[config.mk]
export PLATFORM = sky130hd
export DESIGN_NAME = axi_lite_req_arbiter
export DESIGN_NICKNAME = d
export VERILOG_FILES = /design/src/rtl/axi_lite_pkg.sv /design/src/rtl/rr_arbiter.sv /design/src/rtl/axi_lite_req_arbiter.sv
export SDC_FILE = /design/constraint.sdc
export NUM_CORES = 1
export LEC_CHECK = 0
export CORE_AREA = 2 2 180 182
export CTS_BUF_LIST = sky130_fd_sc_hd__clkbuf_16
export CTS_CLUSTER_DIAMETER = 100
export DETAILED_ROUTE_END_ITERATION = 12
export DIE_AREA = 0 0 182 184
export DONT_BUFFER_PORTS = 1
export HOLD_SLACK_MARGIN = 0.05
export PLACE_DENSITY = 0.36
export SLEW_MARGIN = 20
export SYNTH_ARGS = -nofsm -noshare
export SYNTH_HDL_FRONTEND = slang
export SYNTH_HIERARCHICAL = 1
export SYNTH_SLANG_ARGS = --single-unit
[constraint.sdc]
create_clock -name aclk -period 2.34 [get_ports aclk]
set_clock_uncertainty 0.2 [all_clocks]
set_input_delay 0.468 -clock aclk [delete_from_list [all_inputs] [get_ports aclk]]
set_output_delay 0.468 -clock aclk [all_outputs]
set_load 0.03 [all_outputs]
[src/rtl/axi_lite_pkg.sv]
// Shared definitions for the AXI-Lite request arbiter: FSM state encoding and
// AXI response codes.
package axi_lite_pkg;

    typedef enum logic [1:0] {
        ARB_IDLE  = 2'd0,
        ARB_ISSUE = 2'd1,
        ARB_WAIT  = 2'd2,
        ARB_RESP  = 2'd3
    } arb_state_e;

    localparam logic [1:0] RESP_OKAY   = 2'b00;
    localparam logic [1:0] RESP_EXOKAY = 2'b01;
    localparam logic [1:0] RESP_SLVERR = 2'b10;
    localparam logic [1:0] RESP_DECERR = 2'b11;

endpackage

[src/rtl/rr_arbiter.sv]
// Combinational round-robin pick: first requester at or above ptr, wrapping
// to the lowest requester below ptr. The pointer register lives in the parent.
module rr_arbiter
    import axi_lite_pkg::*;
#(
    parameter int NUM_REQ = 4,
    parameter int IDX_W   = $clog2(NUM_REQ)
) (
    input  logic [NUM_REQ-1:0] req,
    input  logic [IDX_W-1:0]   ptr,
    output logic [IDX_W-1:0]   gnt_idx,
    output logic               any_req
);

    logic [IDX_W-1:0] hi_idx;
    logic [IDX_W-1:0] lo_idx;
    logic             hi_found;

    // Descending scans leave the lowest matching index in each candidate.
    always_comb begin
        hi_idx   = '0;
        lo_idx   = '0;
        hi_found = 1'b0;
        for (int k = NUM_REQ - 1; k >= 0; k--) begin
            if (req[k]) begin
                lo_idx = IDX_W'(k);
                if (k >= int'(ptr)) begin
                    hi_idx   = IDX_W'(k);
                    hi_found = 1'b1;
                end
            end
        end
    end

    assign gnt_idx = hi_found ? hi_idx : lo_idx;
    assign any_req = |req;

endmodule

[src/rtl/axi_lite_req_arbiter.sv]
// Shares one axi_lite_master user port between NUM_REQ requesters with a
// round-robin grant and strictly one outstanding command.
module axi_lite_req_arbiter
    import axi_lite_pkg::*;
#(
    parameter int NUM_REQ    = 4,
    parameter int ADDR_WIDTH = 32,
    parameter int DATA_WIDTH = 32
) (
    input  logic                              aclk,
    input  logic                              aresetn,
    input  logic [NUM_REQ-1:0]                cmd_valid,
    output logic [NUM_REQ-1:0]                cmd_ready,
    input  logic [NUM_REQ-1:0]                cmd_we,
    input  logic [NUM_REQ*ADDR_WIDTH-1:0]     cmd_addr,
    input  logic [NUM_REQ*DATA_WIDTH-1:0]     cmd_wdata,
    input  logic [NUM_REQ*DATA_WIDTH/8-1:0]   cmd_wstrb,
    output logic [NUM_REQ-1:0]                rsp_valid,
    output logic [DATA_WIDTH-1:0]             rsp_rdata,
    output logic [1:0]                        rsp_resp,
    output logic                              busy,
    output logic                              m_wr_req,
    output logic [ADDR_WIDTH-1:0]             m_wr_addr,
    output logic [DATA_WIDTH-1:0]             m_wr_data,
    output logic [DATA_WIDTH/8-1:0]           m_wr_strb,
    input  logic                              m_wr_done,
    input  logic [1:0]                        m_wr_resp,
    output logic                              m_rd_req,
    output logic [ADDR_WIDTH-1:0]             m_rd_addr,
    input  logic [DATA_WIDTH-1:0]             m_rd_data,
    input  logic                              m_rd_done,
    input  logic [1:0]                        m_rd_resp
);

    localparam int IDX_W  = $clog2(NUM_REQ);
    localparam int STRB_W = DATA_WIDTH / 8;

    // Handshake: a command transfers on the clock edge where cmd_valid[i] and
    // cmd_ready[i] are both high; cmd_ready only rises in IDLE for the winner,
    // and requesters hold cmd_* stable until then. Responses have no backpressure.

    arb_state_e state, state_nxt;

    logic [IDX_W-1:0]      ptr_q;
    logic [IDX_W-1:0]      grant_q;
    logic [IDX_W-1:0]      gnt_idx;
    logic                  any_req;
    logic                  accept;
    logic                  done_hit;

    logic                  we_q;
    logic [ADDR_WIDTH-1:0] addr_q;
    logic [DATA_WIDTH-1:0] wdata_q;
    logic [STRB_W-1:0]     wstrb_q;

    logic                  sel_we;
    logic [ADDR_WIDTH-1:0] sel_addr;
    logic [DATA_WIDTH-1:0] sel_wdata;
    logic [STRB_W-1:0]     sel_wstrb;

    rr_arbiter #(
        .NUM_REQ (NUM_REQ),
        .IDX_W   (IDX_W)
    ) u_rr_arbiter (
        .req     (cmd_valid),
        .ptr     (ptr_q),
        .gnt_idx (gnt_idx),
        .any_req (any_req)
    );

    always_comb begin
        sel_we    = 1'b0;
        sel_addr  = '0;
        sel_wdata = '0;
        sel_wstrb = '0;
        for (int i = 0; i < NUM_REQ; i++) begin
            if (gnt_idx == IDX_W'(i)) begin
                sel_we    = cmd_we[i];
                sel_addr  = cmd_addr[i*ADDR_WIDTH +: ADDR_WIDTH];
                sel_wdata = cmd_wdata[i*DATA_WIDTH +: DATA_WIDTH];
                sel_wstrb = cmd_wstrb[i*STRB_W +: STRB_W];
            end
        end
    end

    // Gated by aresetn so cmd_ready stays low while reset is held.
    assign accept   = aresetn && (state == ARB_IDLE) && any_req;
    // Only the done pulse matching the latched direction counts.
    assign done_hit = we_q ? m_wr_done : m_rd_done;

    always_comb begin
        state_nxt = state;
        case (state)
            ARB_IDLE:  if (any_req)  state_nxt = ARB_ISSUE;
            ARB_ISSUE:               state_nxt = ARB_WAIT;
            ARB_WAIT:  if (done_hit) state_nxt = ARB_RESP;
            ARB_RESP:                state_nxt = ARB_IDLE;
            default:                 state_nxt = ARB_IDLE;
        endcase
    end

    always_ff @(posedge aclk or negedge aresetn) begin
        if (!aresetn) begin
            state <= ARB_IDLE;
        end else begin
            state <= state_nxt;
        end
    end

    always_ff @(posedge aclk or negedge aresetn) begin
        if (!aresetn) begin
            ptr_q     <= '0;
            grant_q   <= '0;
            we_q      <= 1'b0;
            addr_q    <= '0;
            wdata_q   <= '0;
            wstrb_q   <= '0;
            rsp_rdata <= '0;
            rsp_resp  <= '0;
        end else begin
            if (accept) begin
                grant_q <= gnt_idx;
                we_q    <= sel_we;
                addr_q  <= sel_addr;
                wdata_q <= sel_wdata;
                wstrb_q <= sel_wstrb;
            end
            if (state == ARB_WAIT && done_hit) begin
                if (we_q) begin
                    rsp_resp  <= m_wr_resp;
                end else begin
                    rsp_resp  <= m_rd_resp;
                    rsp_rdata <= m_rd_data;
                end
            end
            if (state == ARB_RESP) begin
                ptr_q <= (grant_q == IDX_W'(NUM_REQ - 1)) ? '0 : grant_q + 1'b1;
            end
        end
    end

    assign cmd_ready = accept ? (NUM_REQ'(1) << gnt_idx) : '0;
    assign rsp_valid = (state == ARB_RESP) ? (NUM_REQ'(1) << grant_q) : '0;
    assign busy      = (state != ARB_IDLE);
    assign m_wr_req  = (state == ARB_ISSUE) && we_q;
    assign m_rd_req  = (state == ARB_ISSUE) && !we_q;
    assign m_wr_addr = addr_q;
    assign m_rd_addr = addr_q;
    assign m_wr_data = wdata_q;
    assign m_wr_strb = wstrb_q;

endmodule

* Word level (Yosys, flattened, before mapping)
Index checks and enable logic that the tools add are counted.
Storage, ports and cells: register bits after elaboration 109, bits in latches 0, memory bits (writable) 0, memory bits (read-only) 0, input port bits 320, output and inout port bits 145, word-level logic and storage cells 79, memories 0
Cells by class: add/subtract/negate cells 1, multiply operators 0, div/mod/pow operators 0, order comparisons 3, equal/unequal tests 9, shift-type cells 2, multiplexer cells 42, bitwise gates (word level) 1, reduce and logical (&&, ||, !) cells 12
Operators with widths (count):
- $mux W32 | 8
- $mux W2 | 15
- $mux W4 | 6
- $mux W1 | 12
- $eq A2 B2 Y1 const B | 5
- $pmux W2 S4 | 1
- $shl A1 B2 Y4 const A | 2
- $logic_and A1 B1 Y1 | 5
- $eq A2 B1 Y1 const B | 2
- $ge A1 B2 Y1 const A | 2
- $logic_not A2 Y1 | 2
- $ne A2 B2 Y1 const B | 2
- $reduce_and A2 Y1 | 2
- $reduce_or A4 Y1 | 1
- $add A2 B1 Y2 const B | 1
- $ge A2 B2 Y1 const A | 1
- $reduce_bool A2 Y1 | 1
- $logic_not A1 Y1 | 1
- $not A1 Y1 | 1

* Longest topological paths before layout
Gate-level depths: netlist (run 1).
depth in word-level cells 13, mapped depth 8

* Cells and area by module
The synthesis (run 1) kept the hierarchy.
By module, submodules not included:
- axi_lite_req_arbiter | instances 1, cells each 540, area an instance 6177.2 um^2, seq. area each 2727.6 um^2
- rr_arbiter | instances 1, cells each 11, area an instance 71.3 um^2, seq. area each 0.0 um^2

* Least setup slack after synthesis (run 1)
Ideal clock, no wire load.
path kind input-to-output, from input cmd_valid[3], to output cmd_ready[0], arrival time 1.809 ns, required time 1.672 ns, path slack -0.137 ns, stages 6, path buffers 2, path through or4_1 -> and3_1 -> nand2b_1 -> buf_2 -> buf_2 -> nor2_1
Between the ends: word-level cells in the longest chain between the ends 10, elaborated cells on any way between the ends 22
RTL lines:
- from (decl) | RTL line axi_lite_req_arbiter.sv:12 | input logic [NUM_REQ-1:0] cmd_valid,
- $mux W2 / $mux W1 (equally long branches) | RTL line rr_arbiter.sv:25 | if (req[k]) begin
- $mux W2 / $mux W1 (equally long branches) | RTL line rr_arbiter.sv:27 | if (k >= int'(ptr)) begin
- $mux W2 / $mux W1 (equally long branches) | RTL line rr_arbiter.sv:25
- $mux W2 / $mux W1 (equally long branches) | RTL line rr_arbiter.sv:27
- $mux W2 / $mux W1 (equally long branches) | RTL line rr_arbiter.sv:25
- $mux W2 / $mux W1 (equally long branches) | RTL line rr_arbiter.sv:27
- $mux W2 / $mux W1 (equally long branches) | RTL line rr_arbiter.sv:25
- $mux W2 | RTL line rr_arbiter.sv:35 | assign gnt_idx = hi_found ? hi_idx : lo_idx;
- $shl A1 B2 Y4 | RTL line axi_lite_req_arbiter.sv:142 | assign cmd_ready = accept ? (NUM_REQ'(1) << gnt_idx) : '0;
- $mux W4 * | RTL line axi_lite_req_arbiter.sv:142
- to (decl) | RTL line axi_lite_req_arbiter.sv:13 | output logic [NUM_REQ-1:0] cmd_ready,
Mark *: on every way between the ends. The rest lies on a longest branch, timed or not.

* Worst setup path in the final report (run 1)
from register ptr_q[1], to output cmd_ready[3]
Between the ends: word-level cells in the longest chain between the ends 10, elaborated cells on any way between the ends 18
RTL lines:
- from (decl) | RTL line axi_lite_req_arbiter.sv:44 | logic [IDX_W-1:0] ptr_q;
- from (signal assigned) | RTL line axi_lite_req_arbiter.sv:137 | ptr_q <= (grant_q == IDX_W'(NUM_REQ - 1)) ? '0 : grant_q + 1'b1;
- $ge A2 B2 Y1 | RTL line rr_arbiter.sv:27
- $mux W2 / $mux W1 (equally long branches) | RTL line rr_arbiter.sv:27
- $mux W2 / $mux W1 (equally long branches) | RTL line rr_arbiter.sv:25
- $mux W2 / $mux W1 (equally long branches) | RTL line rr_arbiter.sv:27
- $mux W2 / $mux W1 (equally long branches) | RTL line rr_arbiter.sv:25
- $mux W2 / $mux W1 (equally long branches) | RTL line rr_arbiter.sv:27
- $mux W2 / $mux W1 (equally long branches) | RTL line rr_arbiter.sv:25
- $mux W2 * | RTL line rr_arbiter.sv:35
- net gnt_idx[0] | RTL line axi_lite_req_arbiter.sv:46 | logic [IDX_W-1:0] gnt_idx;
- $shl A1 B2 Y4 * | RTL line axi_lite_req_arbiter.sv:142
- $mux W4 * | RTL line axi_lite_req_arbiter.sv:142
The timed path passes the listed nets; every way through them passes the cells marked *.

==> qor.json, run 1 <==
{
  "synth_nets": 880,
  "synth_cell_type_count": 30,
  "area.sequential_sq_mm": 0.00273,
  "start_util": 0.199,
  "power.ir.vdd_worst_mv": 0.605,
  "fp-row-count": 65,
  "syn-instance-count": 551,
  "detail_route.drc_violations": 0,
  "failed_checks": "hold timing",
  "outcome": "complete, but fails checks",
  "cp_max_fo": 5,
  "largest_net_degree_at_the_start_of_global_routing": 112,
  "floorplan.io_pins": 465,
  "via_count": 4609,
  "die_area_sq_mm": 0.0335,
  "holdBufCountCts": 32,
  "synth_sequential_area_ratio": 0.437,
  "dr.pass1.iters": 4,
  "layout-area-overhead-vs-synth_pct": 20.2,
  "setup_violations": 0,
  "die_h_microns": 184,
  "h-tree-depth": 3,
  "fin_nets": 881,
  "rsz0062_at_grt": "true",
  "grt_antenna_before_repair": 2,
  "setup.worst_path.end_class": "output port",
  "dp_cells": 895,
  "die_x_microns": 182,
  "grt_pass1_vias": 4903,
  "dpl_cell_area_sq_mm": 0.00656,
  "relSlewSlack": 0.524,
  "sink_count_of_the_clock_tree": 109,
  "clock_latency_ns": 0.38,
  "timing.critical_path.required_ns": 1.67,
  "cellLeakagePower_nw": 3.34,
  "synth_async_sr_flop_share": 1.00,
  "globalRouteMet3Util": 0.0368,
  "netlist_top_cells_area": "sky130_fd_sc_hd__dfrtp_1 (44%), sky130_fd_sc_hd__mux2i_1 (23%), sky130_fd_sc_hd__o221ai_1 (9.7%)",
  "drt-initial-drc-count": 165,
  "tightestPinTransition_ns": 0.713,
  "crit_arrival_ns": 1.67,
  "fillerInstances": 3287,
  "finish.instance_area_sq_mm": 0.00751,
  "mean_cell_area_of_the_mapped_netlist_sq_um": 11.3,
  "place_hpwl_microns": 14900,
  "timing.reg2reg.worst_path_depth": 9,
  "grt_remaining_overflow": 0,
  "timing.final.crit_period_ns": 2.34,
  "synth-seq-cells": 109,
  "r2r-start": "ptr_q[1]",
  "start_kind": "flop",
  "fin_tns_setup_ns": 0,
  "cap_violations": 0,
  "clock-root-buffer": "sky130_fd_sc_hd__clkbuf_16",
  "number_of_enable_flip_flop_cells_after_synthesis": 0,
  "yosys_warnings": 6,
  "final_max_slew_viol_count": 0,
  "fmax_ghz": 0.428,
  "core_sq_mm": 0.0314,
  "synth_top_cell_area_share": 0.437,
  "post_synth_instance_area_sq_mm": 0.00625,
  "cts_inserted_buffers": 9,
  "criticalPathCategory": "reg -> out",
  "instances_no_fill": 961,
  "tritoncts": "built",
  "drive_above_1_share": 0.201,
  "grt_util_all_layers": 0.116,
  "synthFlopType": "sky130_fd_sc_hd__dfrtp_1",
  "grtUsageMet2": 0.211,
  "maximum_clock_path_buffer_count": 2,
  "startpoint": "ptr_q[1]",
  "route.antenna.remaining_nets": 0,
  "fin_crit_sh": 0.998,
  "route.detailed.vias_per_inst": 4.80,
  "power_density_normalized_to_cell_area_mw_per_mm2": 1540,
  "clk_pin_slew_worst_paths_ns": 0.09,
  "gr-max-usage-layer": "met2",
  "gp_routability_congestion": 0.801,
  "overall_routed_net_length_microns": 20900,
  "detail_route.wl_per_cell_microns": 21.8,
  "first_pass_grt_wire_length_microns": 28900,
  "portBuffers": 0,
  "finalHoldViolations": 109,
  "final_hold_slack_ns": -0.420,
  "worstHoldPathType": "in -> async",
  "multiInputGateArea_sq_mm": 0.00313,
  "ff2ff_setup_slack_ns": 0.03,
  "netlist.top_cell.by_area": "sky130_fd_sc_hd__dfrtp_1",
  "timing.rr.end": "m_wr_data[30]",
  "globalRouteMet1Util": 0.117,
  "final_core_utilization": 0.239
}
per-stage QoR:
step,hold slack [ns],total power [W],worst slack (ns)
after floorplan,-0.0276,0.00876,0.0228
after global placement,-0.0224,0.00936,0.0557
after detailed placement,-0.0229,0.00950,-0.00891
after CTS,-0.455,0.0115,-0.0110
after global routing,-0.465,0.0123,-0.0772
final,-0.420,0.0116,0.00492
worst max path at each step:
stage	endpoint	cells after the start	slack, ns
2_1_floorplan	cmd_ready[0]	6	0.02
4_1_cts	cmd_ready[2]	7	-0.01
6_report	cmd_ready[3]	6	0.005
3_5_place_dp	m_wr_data[26]	6	-0.009
5_1_grt	cmd_ready[1]	6	-0.08
3_3_place_gp	cmd_ready[3]	6	0.06
worst max-delay path, cell delays in order, from the launching register on:
cell and delay [ns]:
sky130_fd_sc_hd__dfrtp_2 0.46, sky130_fd_sc_hd__nand2_2 0.09, sky130_fd_sc_hd__a21oi_1 0.08, sky130_fd_sc_hd__a211oi_2 0.24, sky130_fd_sc_hd__nand2_2 0.13, sky130_fd_sc_hd__nor2_2 0.13, sky130_fd_sc_hd__buf_6 0.14
cell usage in the layout, fill, tap and decap left out, drive strengths merged, types with 9 or more instances in the layout:
| master | n |
|---|---|
| inv | 10 |
| dlygate4sd3 | 32 |
| ha | 9 |
| mux2i | 141 |
| o221ai | 69 |
| dfrtp | 109 |
| buf | 29 |
| mux2 | 36 |
| nand2 | 72 |
| clkbuf | 12 |
kinds of logic after synthesis:
logic type	Yosys count	share of synthesized area
AOI/OAI and AO/OA	82	0.112
adders and majority gates	9	0.0180
buffers and inverters	83	0.0789
DFF	109	0.437
muxes	177	0.292
and+or+nand+nor	91	0.0631
registers in the layout (all words and copies together), names as in the netlist:
register   cells
m_wr_data     32
ptr_q          2
we_q           1
grant_q        2
m_rd_addr     32
rsp_resp       2
state          2
m_wr_strb      4
rsp_rdata     32
Yosys cell counts (4+ instances only):
| cell | number |
|---|---|
| sky130_fd_sc_hd__a21oi_1 | 5 |
| sky130_fd_sc_hd__and2_1 | 4 |
| sky130_fd_sc_hd__buf_2 | 34 |
| sky130_fd_sc_hd__buf_4 | 33 |
| sky130_fd_sc_hd__clkbuf_1 | 6 |
| sky130_fd_sc_hd__dfrtp_1 | 109 |
| sky130_fd_sc_hd__ha_1 | 9 |
| sky130_fd_sc_hd__inv_1 | 8 |
| sky130_fd_sc_hd__mux2_2 | 34 |
| sky130_fd_sc_hd__mux2i_1 | 141 |
| sky130_fd_sc_hd__nand2_1 | 72 |
| sky130_fd_sc_hd__nor2_1 | 6 |
| sky130_fd_sc_hd__o221ai_1 | 69 |
power by group:
group	switching, W	internal [W]
Combinational	0.00198	0.00207
Sequential	0.00311	0.00276
Clock	0.000894	0.000788
Total	0.00598	0.00562
area by class of cell:
class | instances | area share
multi-input combinational | 359 | 0.417
sequential | 109 | 0.363
timing repair buffer | 65 | 0.103
tap | 402 | 0.0670
clock buffer | 9 | 0.0300
clock inverter | 7 | 0.0142
inverter | 8 | 0.00433
antenna | 2 | 0.000667
per-layer routing:
| metal | routed length (microns) | vias to the layer above |
|---|---|---|
| met1 | 7360 | 2269 |
| met5 | 0 | - |
| li1 | - | 2021 |
| met3 | 1570 | 41 |
| met4 | 820 | 0 |
| met2 | 11200 | 278 |
what timing repair did:
item                                   4_1_cts  5_1_grt
setup endpoints to repair                    4       12
setup buffers                               11        1
gates resized for setup                     13       10
pin swaps                                    9        4
endpoints found under the hold margin      141      109
cloned                                       1        3
Power figures use the tool's default switching activity.
==> run 2, diff against run 1 <==
Settings changed: SETUP_SLACK_MARGIN set to 0.5.
==> qor.json, run 2 (synthesis gave the netlist of run 1 again) <==
{
  "outcome": "complete, but fails checks",
  "failed_checks": "hold timing, setup timing",
  "grt_pass1_vias": 5364,
  "clk_pin_slew_worst_paths_ns": 0.09,
  "fin_nets": 915,
  "criticalPathCategory": "reg -> out",
  "instances_no_fill": 998,
  "layout-area-overhead-vs-synth_pct": 43.1,
  "fin_crit_sh": 1.01,
  "tritoncts": "built",
  "wl_met1_microns": 8410,
  "via_count": 4901,
  "start_kind": "flop",
  "mostFrequentLayoutCell": "sky130_fd_sc_hd__mux2i_1",
  "crit_arrival_ns": 1.70,
  "setup_violations": 3,
  "critical-path-slowest-cell": "sky130_fd_sc_hd__dfrtp_2",
  "start_util": 0.199,
  "detail_route.drc_violations": 0,
  "worst_path_cell_chain": "mux2i_1 > a211oi_2 > buf_4 > nand2_4 > buf_6 > nor2_4",
  "critPathCapture": "cmd_ready[3]",
  "finalHoldViolations": 109,
  "dp_cells": 896,
  "core_sq_mm": 0.0314,
  "tightestPinTransition_ns": 0.651,
  "drt-initial-drc-count": 150,
  "setup.worst_path.end_class": "output port",
  "power.ir.vdd_worst_mv": 0.666,
  "design_power_total_w": 0.0137,
  "fp-row-count": 65,
  "overall_routed_net_length_microns": 25000,
  "wl_met2_microns": 13700,
  "timing.reg2reg.worst_path_depth": 11,
  "cellLeakagePower_nw": 3.88,
  "r2r-start": "ptr_q[0]",
  "critical_path.max_stage_delay_ns": 0.44,
  "largest_net_degree_at_the_start_of_global_routing": 112,
  "top_layer_used": "met4",
  "share_of_power_burned_in_combinational_logic": 0.452,
  "preCtsSetupSlack_ns": -0.0188,
  "power_density_normalized_to_cell_area_mw_per_mm2": 1540,
  "p_sw_w": 0.00671,
  "timing.rr.end": "m_rd_addr[9]",
  "grt_antenna_before_repair": 4,
  "die_h_microns": 184,
  "portBuffers": 0,
  "timing.final.crit_period_ns": 2.36,
  "drive_above_1_share": 0.398,
  "grt_util_all_layers": 0.135,
  "final_max_slew_viol_count": 0,
  "mostFrequentLayoutCells": "sky130_fd_sc_hd__mux2i_1 (117), sky130_fd_sc_hd__dfrtp_1 (103), sky130_fd_sc_hd__nand2_1 (71), sky130_fd_sc_hd__o221ai_2 (54), sky130_fd_sc_hd__dlygate4sd3_1 (32)",
  "final_core_utilization": 0.285,
  "gp_routability_congestion": 0.736,
  "holdBufCountCts": 32,
  "place_hpwl_microns": 15300,
  "fmax_ghz": 0.423,
  "ff2ff_setup_slack_ns": 0.13,
  "seqPwrFrac": 0.431,
  "sink_count_of_the_clock_tree": 109,
  "final_hold_slack_ns": -0.430,
  "die_x_microns": 182,
  "h-tree-depth": 3,
  "grt_remaining_overflow": 0,
  "worstHoldPathType": "in -> async",
  "cap_violations": 0,
  "route.antenna.remaining_nets": 0,
  "die_area_sq_mm": 0.0335,
  "timing.critical_path.required_ns": 1.67,
  "rsz0062_at_grt": "true",
  "detail_route.wl_per_cell_microns": 25.0,
  "relSlewSlack": 0.566,
  "clock_latency_ns": 0.38,
  "first_pass_grt_wire_length_microns": 33000,
  "cp_max_fo": 4,
  "clock-root-buffer": "sky130_fd_sc_hd__clkbuf_16",
  "slack_of_the_critical_path_ns": -0.0230,
  "p_clk_frac": 0.116,
  "startpoint": "ptr_q[1]",
  "dr.pass1.iters": 4,
  "cts_inserted_buffers": 9,
  "switching_share": 0.488,
  "p_int_w": 0.00703,
  "maximum_clock_path_buffer_count": 2,
  "route.detailed.vias_per_inst": 4.91,
  "floorplan.io_pins": 465,
  "met3RoutedLength_microns": 1680
}
-- run 2: changes by cell type in the layout (fill, tap and decap cells not counted), moves of 5 or more --
cell / delta
sky130_fd_sc_hd__o221ai_1: -54
sky130_fd_sc_hd__o221ai_2: +54
sky130_fd_sc_hd__mux2i_1: -21
sky130_fd_sc_hd__mux2_2: -20
sky130_fd_sc_hd__mux2_4: +20
sky130_fd_sc_hd__buf_16: +18
sky130_fd_sc_hd__mux2i_2: +14
sky130_fd_sc_hd__buf_6: +7
sky130_fd_sc_hd__mux2i_4: +7
sky130_fd_sc_hd__buf_12: +6
sky130_fd_sc_hd__and2_4: +5
sky130_fd_sc_hd__dfrtp_1: -5
sky130_fd_sc_hd__dfrtp_2: +5
-- run 2: worst min path at each step --
stage               endpoint  slack [ns]  cells after the start
6_report        rsp_rdata[0]       -0.43                      0
5_1_grt        rsp_rdata[17]       -0.47                      0
4_1_cts         m_wr_strb[1]       -0.46                      0
3_5_place_dp    rsp_rdata[0]       -0.02                      0
3_3_place_gp   rsp_rdata[15]       -0.02                      0
2_1_floorplan     grant_q[0]       -0.03                      0
-- run 2: final cells by class --
cell class,instances,area [sq um]
well taps,402,503
multi-input cells,361,3800
flip-flops and latches,109,2740
clock inverters,7,73.8
fillers,3222,22500
clock buffers,9,225
inverters,8,32.5
repair buffers,97,1560
diodes,5,12.5
-- run 2: through the flow --
stage                     cell area, sq um  hold slack [ns]  TNS (ns)
after floorplan                       6320          -0.0276         0
after global placement                6600          -0.0237         0
after detailed placement              6600          -0.0246   -0.0823
after CTS                             8640           -0.456    -0.315
after global routing                  8940           -0.468    -0.507
final                                 8940           -0.430   -0.0500
-- run 2: metal layers --
metal / vias up / global-route usage
met1: 2456 / 0.134
li1: 2102 / -
met2: 296 / 0.256
met5: - / 0
met3: 47 / 0.0347
met4: 0 / 0.0781
-- run 2: power by group through the flow --
| stage | clock network, W | logic, W | registers (W) |
|---|---|---|---|
| after global routing | 0.00176 | 0.00665 | 0.00602 |
| final | 0.00160 | 0.00622 | 0.00593 |
| after global placement | 0 | 0.00347 | 0.00597 |
| after CTS | 0.00169 | 0.00589 | 0.00594 |
| after detailed placement | 0 | 0.00362 | 0.00596 |
| after floorplan | 0 | 0.00381 | 0.00500 |
-- run 2: worst max-delay path: cells and delay by family (launching register included) --
family / cells / cell delay, ns
flip-flops: 1 / 0.44
AO/OA/AOI/OAI: 1 / 0.22
buffers and inverters: 2 / 0.28
AND/OR/NAND/NOR: 2 / 0.23
multiplexers: 1 / 0.14
-- run 2: repair_timing --
action,4_1_cts,5_1_grt
buffers inserted,21,4
setup endpoints to repair,121,84
gates resized for setup,149,43
pin swaps,13,10
hold endpoints to repair,141,109
cloned,20,4
